$ cat src/rtl/rs_station_pkg.sv
// Shared Tomasulo definitions: function codes and the "value present" tag.
// The per-slot entry record is declared inside rs_station, because its field
// widths follow that instance's DATA_W/TAG_W/OP_W/ENTRIES parameters.
package rs_station_pkg;
  localparam logic [3:0] OP_ADD  = 4'h0;
  localparam logic [3:0] OP_SUB  = 4'h1;
  localparam logic [3:0] OP_MUL  = 4'h2;
  localparam logic [3:0] OP_DIV  = 4'h3;
  localparam logic [3:0] OP_AND  = 4'h4;
  localparam logic [3:0] OP_OR   = 4'h5;
  localparam logic [3:0] OP_XOR  = 4'h6;
  localparam logic [3:0] OP_BEQ  = 4'h7;
  localparam logic [3:0] OP_BNEQ = 4'h8;
  // Tag value meaning "operand value already present".
  localparam logic [3:0] TAG_NONE = 4'h0;
endpackage

$ cat src/rtl/rs_station_if.sv
// Issue, CDB and dispatch bundle of one reservation station.
// master = issue stage / CDB / execution-unit side; slave = the station.
interface rs_station_if #(
  parameter int ENTRIES = 4,
  parameter int DATA_W  = 16,
  parameter int TAG_W   = 4,
  parameter int OP_W    = 4
);
  localparam int CNT_W = $clog2(ENTRIES + 1);

  logic              issue_valid;
  logic              issue_ready;
  logic [OP_W-1:0]   issue_op;
  logic [TAG_W-1:0]  issue_dest;
  logic [TAG_W-1:0]  issue_q1;
  logic [DATA_W-1:0] issue_v1;
  logic [TAG_W-1:0]  issue_q2;
  logic [DATA_W-1:0] issue_v2;
  logic              cdb_valid;
  logic [TAG_W-1:0]  cdb_tag;
  logic [DATA_W-1:0] cdb_data;
  logic              disp_valid;
  logic              disp_ready;
  logic [OP_W-1:0]   disp_op;
  logic [TAG_W-1:0]  disp_dest;
  logic [DATA_W-1:0] disp_a;
  logic [DATA_W-1:0] disp_b;
  logic [CNT_W-1:0]  count;

  modport master (
    output issue_valid, issue_op, issue_dest, issue_q1, issue_v1, issue_q2, issue_v2,
    output cdb_valid, cdb_tag, cdb_data, disp_ready,
    input  issue_ready, disp_valid, disp_op, disp_dest, disp_a, disp_b, count
  );
  modport slave (
    input  issue_valid, issue_op, issue_dest, issue_q1, issue_v1, issue_q2, issue_v2,
    input  cdb_valid, cdb_tag, cdb_data, disp_ready,
    output issue_ready, disp_valid, disp_op, disp_dest, disp_a, disp_b, count
  );
endinterface

$ cat src/rtl/rs_station_oldest_select.sv
// Picks the oldest (smallest age) ready slot; one-hot grant plus found flag.
module rs_oldest_select #(
  parameter int ENTRIES = 4,
  parameter int AGE_W   = 2
) (
  input  logic [ENTRIES-1:0]            i_ready,
  input  logic [ENTRIES-1:0][AGE_W-1:0] i_age,
  output logic [ENTRIES-1:0]            o_grant,
  output logic                          o_found
);
  // A slot wins unless another ready slot is older; equal ages (never seen
  // with dense ages) fall back to lowest index so the grant stays one-hot.
  always_comb begin
    o_grant = '0;
    for (int i = 0; i < ENTRIES; i++) begin
      o_grant[i] = i_ready[i];
      for (int j = 0; j < ENTRIES; j++) begin
        if (j != i && i_ready[j] &&
            ((i_age[j] < i_age[i]) || (i_age[j] == i_age[i] && j < i)))
          o_grant[i] = 1'b0;
      end
    end
  end

  assign o_found = |i_ready;
endmodule

$ cat src/rtl/rs_station.sv
// Generic reservation station: issue with CDB bypass, CDB snooping, and
// oldest-ready dispatch over a valid/ready handshake.
module rs_station
  import rs_station_pkg::*;
#(
  parameter int ENTRIES = 4,
  parameter int DATA_W  = 16,
  parameter int TAG_W   = 4,
  parameter int OP_W    = 4
) (
  input logic          i_clock1,
  input logic          i_reset,
  input logic          i_flush,
  rs_station_if.slave  bus
);
  localparam int AGE_W = $clog2(ENTRIES);
  localparam int CNT_W = $clog2(ENTRIES + 1);
  localparam logic [TAG_W-1:0] W_TAG_NONE = TAG_W'(TAG_NONE);

  typedef struct packed {
    logic              busy;
    logic [OP_W-1:0]   op;
    logic [TAG_W-1:0]  dest;
    logic [TAG_W-1:0]  q1;
    logic [DATA_W-1:0] v1;
    logic [TAG_W-1:0]  q2;
    logic [DATA_W-1:0] v2;
    logic [AGE_W-1:0]  age;
  } rs_entry_t;

  rs_entry_t                     r_ent [ENTRIES];
  logic [CNT_W-1:0]              r_count;
  logic [ENTRIES-1:0]            w_ready, w_grant, w_free, w_cap1, w_cap2;
  logic [ENTRIES-1:0][AGE_W-1:0] w_age;
  logic                          w_found, w_issue_ready, w_issue_fire, w_disp_fire;
  logic                          w_cdb_live;
  rs_entry_t                     w_sel, w_new;

  assign w_cdb_live    = bus.cdb_valid && (bus.cdb_tag != W_TAG_NONE);
  assign w_issue_ready = r_count < CNT_W'(ENTRIES);
  assign w_issue_fire  = bus.issue_valid && w_issue_ready;
  assign w_disp_fire   = w_found && bus.disp_ready;

  // Per-slot readiness, ages for the picker, and CDB capture matches.
  always_comb begin
    for (int i = 0; i < ENTRIES; i++) begin
      w_ready[i] = r_ent[i].busy && r_ent[i].q1 == W_TAG_NONE && r_ent[i].q2 == W_TAG_NONE;
      w_age[i]   = r_ent[i].age;
      w_cap1[i]  = r_ent[i].busy && w_cdb_live && r_ent[i].q1 == bus.cdb_tag;
      w_cap2[i]  = r_ent[i].busy && w_cdb_live && r_ent[i].q2 == bus.cdb_tag;
    end
  end

  rs_oldest_select #(.ENTRIES(ENTRIES), .AGE_W(AGE_W)) u_sel (
    .i_ready (w_ready),
    .i_age   (w_age),
    .o_grant (w_grant),
    .o_found (w_found)
  );

  // Mux the granted slot; all-zero when nothing is ready.
  always_comb begin
    w_sel = '0;
    for (int i = 0; i < ENTRIES; i++)
      if (w_grant[i]) w_sel = r_ent[i];
  end

  assign bus.disp_valid  = w_found;
  assign bus.disp_op     = w_sel.op;
  assign bus.disp_dest   = w_sel.dest;
  assign bus.disp_a      = w_sel.v1;
  assign bus.disp_b      = w_sel.v2;
  assign bus.issue_ready = w_issue_ready;
  assign bus.count       = r_count;

  // Lowest-index free slot (slots freed this cycle are still busy here).
  always_comb begin
    w_free = '0;
    for (int i = ENTRIES - 1; i >= 0; i--)
      if (!r_ent[i].busy) begin
        w_free    = '0;
        w_free[i] = 1'b1;
      end
  end

  // Incoming entry, with same-cycle CDB bypass so a wakeup is never lost.
  always_comb begin
    w_new      = '0;
    w_new.busy = 1'b1;
    w_new.op   = bus.issue_op;
    w_new.dest = bus.issue_dest;
    w_new.q1   = bus.issue_q1;
    w_new.v1   = bus.issue_v1;
    w_new.q2   = bus.issue_q2;
    w_new.v2   = bus.issue_v2;
    w_new.age  = AGE_W'(r_count - CNT_W'(w_disp_fire));
    if (w_cdb_live && bus.issue_q1 == bus.cdb_tag) begin
      w_new.q1 = W_TAG_NONE;
      w_new.v1 = bus.cdb_data;
    end
    if (w_cdb_live && bus.issue_q2 == bus.cdb_tag) begin
      w_new.q2 = W_TAG_NONE;
      w_new.v2 = bus.cdb_data;
    end
  end

  // Slot state: clear on reset/flush, else capture, retire, re-age and fill.
  always_ff @(posedge i_clock1) begin
    if (i_reset || i_flush) begin
      for (int i = 0; i < ENTRIES; i++) r_ent[i] <= '0;
      r_count <= '0;
    end else begin
      for (int i = 0; i < ENTRIES; i++) begin
        if (w_cap1[i]) begin
          r_ent[i].q1 <= W_TAG_NONE;
          r_ent[i].v1 <= bus.cdb_data;
        end
        if (w_cap2[i]) begin
          r_ent[i].q2 <= W_TAG_NONE;
          r_ent[i].v2 <= bus.cdb_data;
        end
        if (w_disp_fire && w_grant[i])
          r_ent[i].busy <= 1'b0;
        else if (w_disp_fire && r_ent[i].busy && r_ent[i].age > w_sel.age)
          r_ent[i].age <= r_ent[i].age - AGE_W'(1);
        if (w_issue_fire && w_free[i])
          r_ent[i] <= w_new;
      end
      r_count <= r_count + CNT_W'(w_issue_fire) - CNT_W'(w_disp_fire);
    end
  end

  // Tag 0 means "value present", so it cannot name a producer.
  a_dest_nonzero: assert property (@(posedge i_clock1) disable iff (i_reset || i_flush)
    w_issue_fire |-> bus.issue_dest != W_TAG_NONE);
endmodule

$ cat src/flat_wrapper.sv
// flat-port wrapper written by rule: the top's interface ports become plain ports
module rs_station_flat import rs_station_pkg::*;
#(
  parameter int ENTRIES = 4,
  parameter int DATA_W  = 16,
  parameter int TAG_W   = 4,
  parameter int OP_W    = 4
)
  (i_clock1, i_reset, i_flush, bus_issue_valid, bus_issue_op, bus_issue_dest, bus_issue_q1, bus_issue_v1, bus_issue_q2, bus_issue_v2, bus_cdb_valid, bus_cdb_tag, bus_cdb_data, bus_disp_ready, bus_issue_ready, bus_disp_valid, bus_disp_op, bus_disp_dest, bus_disp_a, bus_disp_b, bus_count);
  rs_station_if #(.ENTRIES(ENTRIES), .DATA_W(DATA_W), .TAG_W(TAG_W), .OP_W(OP_W)) bus_i ();
  input logic i_clock1;
  input logic i_reset;
  input logic i_flush;
  input wire logic [$bits(bus_i.issue_valid)-1:0] bus_issue_valid;
  input wire logic [$bits(bus_i.issue_op)-1:0] bus_issue_op;
  input wire logic [$bits(bus_i.issue_dest)-1:0] bus_issue_dest;
  input wire logic [$bits(bus_i.issue_q1)-1:0] bus_issue_q1;
  input wire logic [$bits(bus_i.issue_v1)-1:0] bus_issue_v1;
  input wire logic [$bits(bus_i.issue_q2)-1:0] bus_issue_q2;
  input wire logic [$bits(bus_i.issue_v2)-1:0] bus_issue_v2;
  input wire logic [$bits(bus_i.cdb_valid)-1:0] bus_cdb_valid;
  input wire logic [$bits(bus_i.cdb_tag)-1:0] bus_cdb_tag;
  input wire logic [$bits(bus_i.cdb_data)-1:0] bus_cdb_data;
  input wire logic [$bits(bus_i.disp_ready)-1:0] bus_disp_ready;
  output wire logic [$bits(bus_i.issue_ready)-1:0] bus_issue_ready;
  output wire logic [$bits(bus_i.disp_valid)-1:0] bus_disp_valid;
  output wire logic [$bits(bus_i.disp_op)-1:0] bus_disp_op;
  output wire logic [$bits(bus_i.disp_dest)-1:0] bus_disp_dest;
  output wire logic [$bits(bus_i.disp_a)-1:0] bus_disp_a;
  output wire logic [$bits(bus_i.disp_b)-1:0] bus_disp_b;
  output wire logic [$bits(bus_i.count)-1:0] bus_count;
  assign bus_i.issue_valid = bus_issue_valid;
  assign bus_i.issue_op = bus_issue_op;
  assign bus_i.issue_dest = bus_issue_dest;
  assign bus_i.issue_q1 = bus_issue_q1;
  assign bus_i.issue_v1 = bus_issue_v1;
  assign bus_i.issue_q2 = bus_issue_q2;
  assign bus_i.issue_v2 = bus_issue_v2;
  assign bus_i.cdb_valid = bus_cdb_valid;
  assign bus_i.cdb_tag = bus_cdb_tag;
  assign bus_i.cdb_data = bus_cdb_data;
  assign bus_i.disp_ready = bus_disp_ready;
  assign bus_issue_ready = bus_i.issue_ready;
  assign bus_disp_valid = bus_i.disp_valid;
  assign bus_disp_op = bus_i.disp_op;
  assign bus_disp_dest = bus_i.disp_dest;
  assign bus_disp_a = bus_i.disp_a;
  assign bus_disp_b = bus_i.disp_b;
  assign bus_count = bus_i.count;
  rs_station #(.ENTRIES(ENTRIES), .DATA_W(DATA_W), .TAG_W(TAG_W), .OP_W(OP_W)) u_core (.i_clock1(i_clock1), .i_reset(i_reset), .i_flush(i_flush), .bus(bus_i));
endmodule
$ cat config.mk
export PLATFORM = sky130hd
export DESIGN_NAME = rs_station_flat
export DESIGN_NICKNAME = d
export VERILOG_FILES = /design/src/rtl/rs_station_pkg.sv /design/src/rtl/rs_station_if.sv /design/src/rtl/rs_station_oldest_select.sv /design/src/rtl/rs_station.sv /design/src/flat_wrapper.sv
export SDC_FILE = /design/constraint.sdc
export NUM_CORES = 1
export LEC_CHECK = 0
export CAP_MARGIN = 20
export CORE_ASPECT_RATIO = 1.4
export CORE_UTILIZATION = 30
export CTS_CLUSTER_DIAMETER = 150
export CTS_CLUSTER_SIZE = 20
export DETAILED_ROUTE_END_ITERATION = 10
export GPL_TIMING_DRIVEN = 0
export PLACE_DENSITY = 0.55
export SLEW_MARGIN = 10
export SYNTH_ARGS = -nofsm -noshare
export SYNTH_HDL_FRONTEND = slang
export SYNTH_SLANG_ARGS = --single-unit
export TNS_END_PERCENT = 1
$ cat constraint.sdc
create_clock -name i_clock1 -period 4.6 [get_ports i_clock1]
set_clock_uncertainty 0.2 [all_clocks]
set_input_delay 0.92 -clock i_clock1 [delete_from_list [all_inputs] [get_ports i_clock1]]
set_output_delay 0.92 -clock i_clock1 [all_outputs]
set_load 0.05 [all_outputs]
==> results_tabular.tex, run 1 <==
\begin{tabular}{lr}
\hline
Metric & Value \\
\hline
\multicolumn{2}{l}{\textbf{Cells and area}} \\
Post-route cell area & 13200 um2 \\
Synth-to-layout area growth & 22.5\% \\
Proportion of layout cells with a drive suffix above 1 & 0.131 \\
Storage element area & 6190 um2 \\
Number of standard cells in the layout, taps in and fillers out & 1527 \\
Net count, final & 1164 \\
Final standard cell utilization of the core & 0.376 \\
Area used by multi-input combinational logic & 4530 um2 \\
Filler cells & 3499 \\
Number of antenna diodes & 0 \\
\multicolumn{2}{l}{\textbf{Global route}} \\
Gr ovfl total & 0 \\
Gr usage total & 0.193 \\
Via count of the first global-routing pass & 8403 \\
Largest net degree at the start of global routing & 22 \\
Initial antenna violation count & 0 \\
Wire length of the first global-routing pass & a little over 50 mm \\
\multicolumn{2}{l}{\textbf{Logic synthesis}} \\
Post-Syn Area & 10800 um2 \\
Library cell with the largest summed area after synthesis & sky130\_fd\_sc\_hd\_\_edfxtp\_1 \\
Most frequently used cell type in the post-synthesis netlist & sky130\_fd\_sc\_hd\_\_edfxtp\_1 \\
Number of distinct library cell variants in the gate-level netlist after synthesis & 54 \\
Sequential fraction of the synthesis area & 0.572 \\
Yosys warning count & 0 \\
Flip-flop cell with the highest count after synthesis & sky130\_fd\_sc\_hd\_\_edfxtp\_1 \\
FFs w/ async S/R, synth & 0 \\
Post-synth EDFFs & 204 \\
Average instance area after synthesis & around 12 um2 \\
Syn Inst Count & 934 \\
Post-synth net total & $\sim$1.0k \\
Top cells by count, synth & 204 x sky130\_fd\_sc\_hd\_\_edfxtp\_1, 129 x sky130\_fd\_sc\_hd\_\_a22o\_1, 83 x sky130\_fd\_sc\_hd\_\_nand2\_1 \\
Leading post-synthesis cells by cell area & sky130\_fd\_sc\_hd\_\_edfxtp\_1 57\%, sky130\_fd\_sc\_hd\_\_a22o\_1 10\%, sky130\_fd\_sc\_hd\_\_and2\_1 3.5\%, sky130\_fd\_sc\_hd\_\_xor2\_1 3.2\%, sky130\_fd\_sc\_hd\_\_nand2\_1 2.9\% \\
Area fraction of the dominant cell type after synthesis & 0.566 \\
Flip-flop and latch count after synthesis & 207 \\
\multicolumn{2}{l}{\textbf{Detailed routing}} \\
Final WL & 35.9 mm \\
Routed length on met3 & between 1.5 and 2 mm \\
WL met2 & 18.9 mm \\
Number of DRC markers in iteration 0 & 601 \\
Wire length per cell after detailed routing & roughly 24 um \\
Antenna viol nets, final & 0 \\
Average vias per placed instance & 5.38 \\
Detailed-route via count & around 8.2k \\
DRT met1 WL & 13.6 mm \\
DR top layer & met4 \\
Drt drc & 0 \\
Number of detailed-route iterations in the first pass & 5 \\
\multicolumn{2}{l}{\textbf{Timing}} \\
Worst hold-check slack & 378 ps \\
Setup violation total in the final timing report & 0 \\
Final critical-path required period & approximately 4600 ps \\
Setup ws final & 38.3 ps \\
Total negative slack & 0 ps \\
Final Max Tran Viols & 0 \\
Slew headroom & 0.288 \\
Final hold violation count & 0 \\
Worst slew pin tran & $\sim$1100 ps \\
F\_max & 219 MHz \\
Final period util & 0.992 \\
Unrepaired setup endpoints after global routing & yes \\
\multicolumn{2}{l}{\textbf{Clock network}} \\
Clk pin slew, worst setup/hold paths & 90 ps \\
Total clock sinks & 207 \\
CTS H-tree lvls & 1 \\
CTS root buffer & sky130\_fd\_sc\_hd\_\_clkbuf\_16 \\
Hold-fix buffers at CTS & 0 \\
Latest clock arrival within the worst-skew pair & 500 ps \\
CTS tree & done \\
Maximum buffer depth of the clock tree & 3 \\
Number of buffers inserted during clock tree synthesis & 14 \\
\multicolumn{2}{l}{\textbf{Floorplan}} \\
Number of top-level pins & roughly 120 \\
Area of the core & approximately 35000 um2 \\
Horizontal die dimension & 162 um \\
Starting density of the core & 0.307 \\
Vert. Die Dim & between 200 and 250 um \\
Die Outline Area & 36800 um2 \\
Core Rows & 81 \\
\multicolumn{2}{l}{\textbf{Worst setup path}} \\
Worst setup EP type & output port \\
WS Path Type & reg2out \\
WP data arrival & 3440 ps \\
Startpoint type of the worst setup path & flip-flop \\
CP required & 3480 ps \\
Critical path fanouts, max & 10 \\
\multicolumn{2}{l}{\textbf{Power and ir drop}} \\
Total chip power & 4.02 mW \\
Peak supply drop & 171 uV \\
Power Density & 304 nW/um2 \\
Leak pwr & 5.26 nW \\
\multicolumn{2}{l}{\textbf{Placed design}} \\
Total half-perimeter wirelength after legalization and detailed placement & about 26 mm \\
Number of placed instances, taps included & 1494 \\
I/O Buffers & slightly above 100 \\
Gp weighted congestion & 0.840 \\
Setup slack at placement & -1170 ps \\
Post-placement cell area & around 12000 um2 \\
\multicolumn{2}{l}{\textbf{Run status}} \\
Status & completed \\
\multicolumn{2}{l}{\textbf{Worst hold path}} \\
Type of the worst min-delay path & reg2reg \\
\multicolumn{2}{l}{\textbf{Flow run}} \\
Max-cap check violation count & 0 \\
\hline
\end{tabular}
-- flip-flops by register name, indices dropped and copies added (netlist names) --
| name | flops |
|---|---|
| u_core.bus.count | 3 |
| u_core.r_ent | 204 |
-- critical path, stage by stage (launching register included) --
cell and delay [ps]:
sky130_fd_sc_hd__edfxtp_1 410, sky130_fd_sc_hd__or4b_1 610, sky130_fd_sc_hd__or4_4 550, sky130_fd_sc_hd__o22ai_1 290, sky130_fd_sc_hd__a211oi_4 130, sky130_fd_sc_hd__clkbuf_4 290
sky130_fd_sc_hd__o31ai_2 440, sky130_fd_sc_hd__buf_6 220
-- final timing paths --
path / cells past startpoint / end / slack [ps] / startpoint
setup reg to reg: 12 / u_core.r_ent[0][154]$_DFFE_PP_ / 270 / u_core.r_ent[0][171]$_SDFFCE_PN0P_
setup / recovery: 7 / bus_disp_a[15] / 40 / u_core.r_ent[0][142]$_SDFFCE_PN0P_
hold / removal: 3 / u_core.bus.count[2]$_SDFF_PP0_ / 380 / u_core.bus.count[2]$_SDFF_PP0_
hold reg to reg: 3 / u_core.bus.count[2]$_SDFF_PP0_ / 380 / u_core.bus.count[2]$_SDFF_PP0_
-- kinds of logic (layout without fill, tap and decap cells) --
family	after synthesis	count (layout)	share of synthesized area
AO/OA/AOI/OAI	246	246	0.178
buffers and inverters	102	239	0.0357
flip-flops	207	207	0.572
AND/OR/NAND/NOR	309	309	0.148
adder cells (fa/ha/maj)	24	24	0.0285
XOR/XNOR	46	46	0.0373
-- where the power goes --
group | total (mW) | internal (mW) | switching (mW)
Clock | 1.25 | 0.605 | 0.641
Sequential | 2.22 | 2.17 | 0.0479
Combinational | 0.552 | 0.191 | 0.361
-- cell usage in the layout (no fill, tap or decap), types with 3 or more instances in the layout --
cell and instances:
sky130_fd_sc_hd__edfxtp_1 204, sky130_fd_sc_hd__and2_1 59, sky130_fd_sc_hd__clkdlybuf4s50_1 62, sky130_fd_sc_hd__o211ai_1 3
sky130_fd_sc_hd__buf_4 26, sky130_fd_sc_hd__xnor2_1 6, sky130_fd_sc_hd__o31ai_4 3, sky130_fd_sc_hd__nor2_1 61
sky130_fd_sc_hd__and3_1 40, sky130_fd_sc_hd__a211oi_2 11, sky130_fd_sc_hd__nand2_1 83, sky130_fd_sc_hd__buf_6 8
sky130_fd_sc_hd__o32ai_1 4, sky130_fd_sc_hd__xor2_1 40, sky130_fd_sc_hd__clkbuf_1 41, sky130_fd_sc_hd__dfxtp_1 3
sky130_fd_sc_hd__nor4_1 8, sky130_fd_sc_hd__o31ai_1 3, sky130_fd_sc_hd__a211oi_1 21, sky130_fd_sc_hd__and4_1 3
sky130_fd_sc_hd__o31ai_2 5, sky130_fd_sc_hd__clkbuf_4 16, sky130_fd_sc_hd__nor3_1 8, sky130_fd_sc_hd__buf_2 15
sky130_fd_sc_hd__a21oi_1 5, sky130_fd_sc_hd__a22o_1 129, sky130_fd_sc_hd__buf_1 16, sky130_fd_sc_hd__o22ai_1 3
sky130_fd_sc_hd__nand3_1 14, sky130_fd_sc_hd__clkbuf_2 8, sky130_fd_sc_hd__o21ai_0 18, sky130_fd_sc_hd__or4_4 3
sky130_fd_sc_hd__nor2b_1 9, sky130_fd_sc_hd__o21ai_1 18, sky130_fd_sc_hd__inv_1 25, sky130_fd_sc_hd__clkbuf_16 16
sky130_fd_sc_hd__ha_1 23, sky130_fd_sc_hd__a221oi_2 4
-- area by class of cell --
type,instances,share of cell area
multi-input combinational,625,0.342
tap,456,0.0431
clock inverter,1,0.00123
timing repair buffer,117,0.0833
sequential,207,0.467
buffer,76,0.0269
clock buffer,20,0.0298
inverter,25,0.00708
-- repair_timing --
| action | 4_1_cts | 5_1_grt |
|---|---|---|
| buffers inserted | 8 | 1 |
| pin swaps | 2 | 5 |
| hold endpoints to repair | 0 | 0 |
| setup endpoints to repair | 66 | 44 |
| gates resized for setup | 294 | 87 |
-- per-layer routing --
layer  global-route usage  vias to the layer above
met5                    0                        -
met4               0.0965                        0
met3               0.0241                       62
met2                0.352                      271
met1                0.219                     4096
li1                     -                     3789
Power figures use the tool's default switching activity.
==> run 2: changes to the inputs <==
Settings changed: SLEW_MARGIN 10 to 20.
==> results_tabular.tex, run 2 (synthesis results as in run 1) <==
\begin{tabular}{lr}
\hline
Metric & Value \\
\hline
\multicolumn{2}{l}{\textbf{Worst setup path}} \\
CP required & 3480 ps (about the same) \\
Critical path fanouts, max & 10 (unchanged) \\
Worst setup EP type & output port \\
Startpoint type of the worst setup path & flip-flop \\
WP data arrival & 3500 ps (+60 ps) \\
WS Path Type & reg2out \\
\multicolumn{2}{l}{\textbf{Detailed routing}} \\
Wire length per cell after detailed routing & 23.5 um (about the same) \\
Detailed-route via count & 8197 (-0.26\%) \\
Number of DRC markers in iteration 0 & 540 (-10\%) \\
Number of detailed-route iterations in the first pass & 9 (+4) \\
Average vias per placed instance & 5.39 (about the same) \\
Antenna viol nets, final & 0 (unchanged) \\
Drt drc & 0 (unchanged) \\
Final WL & 35.8 mm (-0.24\%) \\
\multicolumn{2}{l}{\textbf{Cells and area}} \\
Most flop-heavy register & u\_core.r\_ent \\
Proportion of layout cells with a drive suffix above 1 & 0.132 (+0.00155) \\
Net count, final & 1159 (-0.43\%) \\
Number of standard cells in the layout, taps in and fillers out & 1522 (-0.33\%) \\
Most common library cell in the layout ignoring fill and taps & sky130\_fd\_sc\_hd\_\_edfxtp\_1 \\
Synth-to-layout area growth & 22.0\% \\
Most frequent cells in the layout & 204 x sky130\_fd\_sc\_hd\_\_edfxtp\_1, 129 x sky130\_fd\_sc\_hd\_\_a22o\_1, 81 x sky130\_fd\_sc\_hd\_\_nand2\_1 \\
Final standard cell utilization of the core & 0.374 (-0.00142) \\
Number of antenna diodes & 0 (unchanged) \\
Max FFs per register & 204 (unchanged) \\
\multicolumn{2}{l}{\textbf{Clock network}} \\
Clk pin slew, worst setup/hold paths & 90 ps (about the same) \\
CTS H-tree lvls & 1 (unchanged) \\
Maximum buffer depth of the clock tree & 3 (unchanged) \\
Number of buffers inserted during clock tree synthesis & 14 (unchanged) \\
Hold-fix buffers at CTS & 0 (unchanged) \\
Latest clock arrival within the worst-skew pair & 500 ps (about the same) \\
CTS root buffer & sky130\_fd\_sc\_hd\_\_clkbuf\_16 \\
CTS tree & done \\
Total clock sinks & 207 (unchanged) \\
\multicolumn{2}{l}{\textbf{Floorplan}} \\
Number of top-level pins & 119 (unchanged) \\
Vert. Die Dim & 227 um (unchanged) \\
Area of the core & 35300 um2 (unchanged) \\
Core Rows & 81 (unchanged) \\
Horizontal die dimension & 162 um (unchanged) \\
Die Outline Area & 36800 um2 (unchanged) \\
Starting density of the core & 0.307 (unchanged) \\
\multicolumn{2}{l}{\textbf{Run status}} \\
Violations in the final reports & negative setup slack \\
Status & complete, but fails checks \\
\multicolumn{2}{l}{\textbf{Timing}} \\
Final critical-path required period & 4620 ps (+58.4 ps) \\
Final hold violation count & 0 (unchanged) \\
Slew headroom & 0.285 (-0.00349) \\
Worst slew pin tran & 1070 ps (+5.22 ps) \\
Unrepaired setup endpoints after global routing & yes \\
Setup violation total in the final timing report & 2 (+2) \\
Final period util & 1.00 (+0.0127) \\
F\_max & 216 MHz (-1.3\%) \\
Final Max Tran Viols & 0 (unchanged) \\
Setup ws final & -20.1 ps (-58.4 ps) \\
Total negative slack & -37.4 ps (-37.4 ps) \\
\multicolumn{2}{l}{\textbf{Global route}} \\
Largest net degree at the start of global routing & 22 (unchanged) \\
Initial antenna violation count & 1 (+1) \\
Gr ovfl total & 0 (unchanged) \\
Wire length of the first global-routing pass & 52.6 mm (+1.7\%) \\
Via count of the first global-routing pass & 8427 (+0.29\%) \\
Gr usage total & 0.196 (+0.00263) \\
\multicolumn{2}{l}{\textbf{Power and ir drop}} \\
Peak supply drop & 194 uV (+13\%) \\
Leak pwr & 5.20 nW (-1.1\%) \\
Net switching power figure & 1.05 mW (+0.46\%) \\
Relative contribution of sequential cells to total power & 0.553 (about the same) \\
Clock network fraction of design power & 0.311 (about the same) \\
Fraction of power spent switching nets & 0.262 (+0.00125) \\
Power Density & 305 nW/um2 (+0.36\%) \\
Total internal power & 2.97 mW (-0.19\%) \\
Combinational Power Share & 0.136 (about the same) \\
\multicolumn{2}{l}{\textbf{Placed design}} \\
Total half-perimeter wirelength after legalization and detailed placement & 25.6 mm (-0.39\%) \\
I/O Buffers & 102 (unchanged) \\
Number of placed instances, taps included & 1492 (-0.13\%) \\
Gp weighted congestion & 0.840 (unchanged) \\
Setup slack at placement & -1210 ps (-36.7 ps) \\
\multicolumn{2}{l}{\textbf{Worst hold path}} \\
Type of the worst min-delay path & reg2reg \\
\multicolumn{2}{l}{\textbf{Flow run}} \\
Max-cap check violation count & 0 (unchanged) \\
\hline
\end{tabular}
==> run 2: cell count changes in the layout (fill, tap and decap cells not counted), sizes merged <==
cell / previous run / this run
buf: 69 / 71
clkbuf: 82 / 71
clkdlybuf4s15: 0 / 4
==> run 2: worst max-delay path: stages, from the launching register on <==
cell	delay (ps)
sky130_fd_sc_hd__edfxtp_1	410
sky130_fd_sc_hd__or4b_1	600
sky130_fd_sc_hd__or4_4	550
sky130_fd_sc_hd__or4_4	660
sky130_fd_sc_hd__clkbuf_4	250
sky130_fd_sc_hd__nor2_1	110
sky130_fd_sc_hd__o21ai_1	80
sky130_fd_sc_hd__clkdlybuf4s15_2	340
==> run 2: metal layers <==
layer	wire [um]	vias up	track usage
li1	-	3785	-
met1	13700	4079	0.221
met2	18900	264	0.362
met3	1780	67	0.0218
met4	1530	2	0.0934
met5	11	-	0
==> run 2: metrics by stage <==
stage	hold WS [ps]	instance area, um2	power [mW]
after global routing	449	13200	4.14
after detailed placement	368	12400	2.78
after floorplan	416	10800	2.54
final	381	13200	4.02
after CTS	389	13000	4.02
after global placement	364	12400	2.77
==> run 2: final timing paths <==
kind / start / end / cells after the start / slack, ps
max reg2reg: u_core.r_ent[0][142]$_SDFFCE_PN0P_ / u_core.r_ent[0][154]$_DFFE_PP_ / 13 / 340
max: u_core.r_ent[0][142]$_SDFFCE_PN0P_ / bus_disp_dest[2] / 7 / -20
min reg2reg: u_core.bus.count[2]$_SDFF_PP0_ / u_core.bus.count[2]$_SDFF_PP0_ / 3 / 380
min: u_core.bus.count[2]$_SDFF_PP0_ / u_core.bus.count[2]$_SDFF_PP0_ / 3 / 380
==> run 2: final cells by class <==
class | count | area (um2)
Fill cell | 3503 | 22100
Inverter | 25 | 93.8
Timing Repair Buffer | 113 | 1010
Tap cell | 456 | 571
Buffer | 75 | 344
Clock inverter | 1 | 16.3
Sequential cell | 207 | 6190
Clock buffer | 20 | 394
Multi-Input combinational cell | 625 | 4580
==> run 2: repair_timing <==
action,in CTS,in global routing
buffers inserted,8,1
cloned,0,0
pin swaps,2,5
endpoints found under the setup margin,56,64
gates resized for setup,285,90
==> run 2: power groups by stage <==
| stage | Clock [mW] | Combinational (mW) | Sequential, mW |
|---|---|---|---|
| after floorplan | 0 | 0.285 | 2.25 |
| after global placement | 0 | 0.512 | 2.26 |
| after detailed placement | 0 | 0.518 | 2.26 |
| after global routing | 1.33 | 0.585 | 2.23 |
| after CTS | 1.27 | 0.531 | 2.22 |
| final | 1.25 | 0.545 | 2.22 |
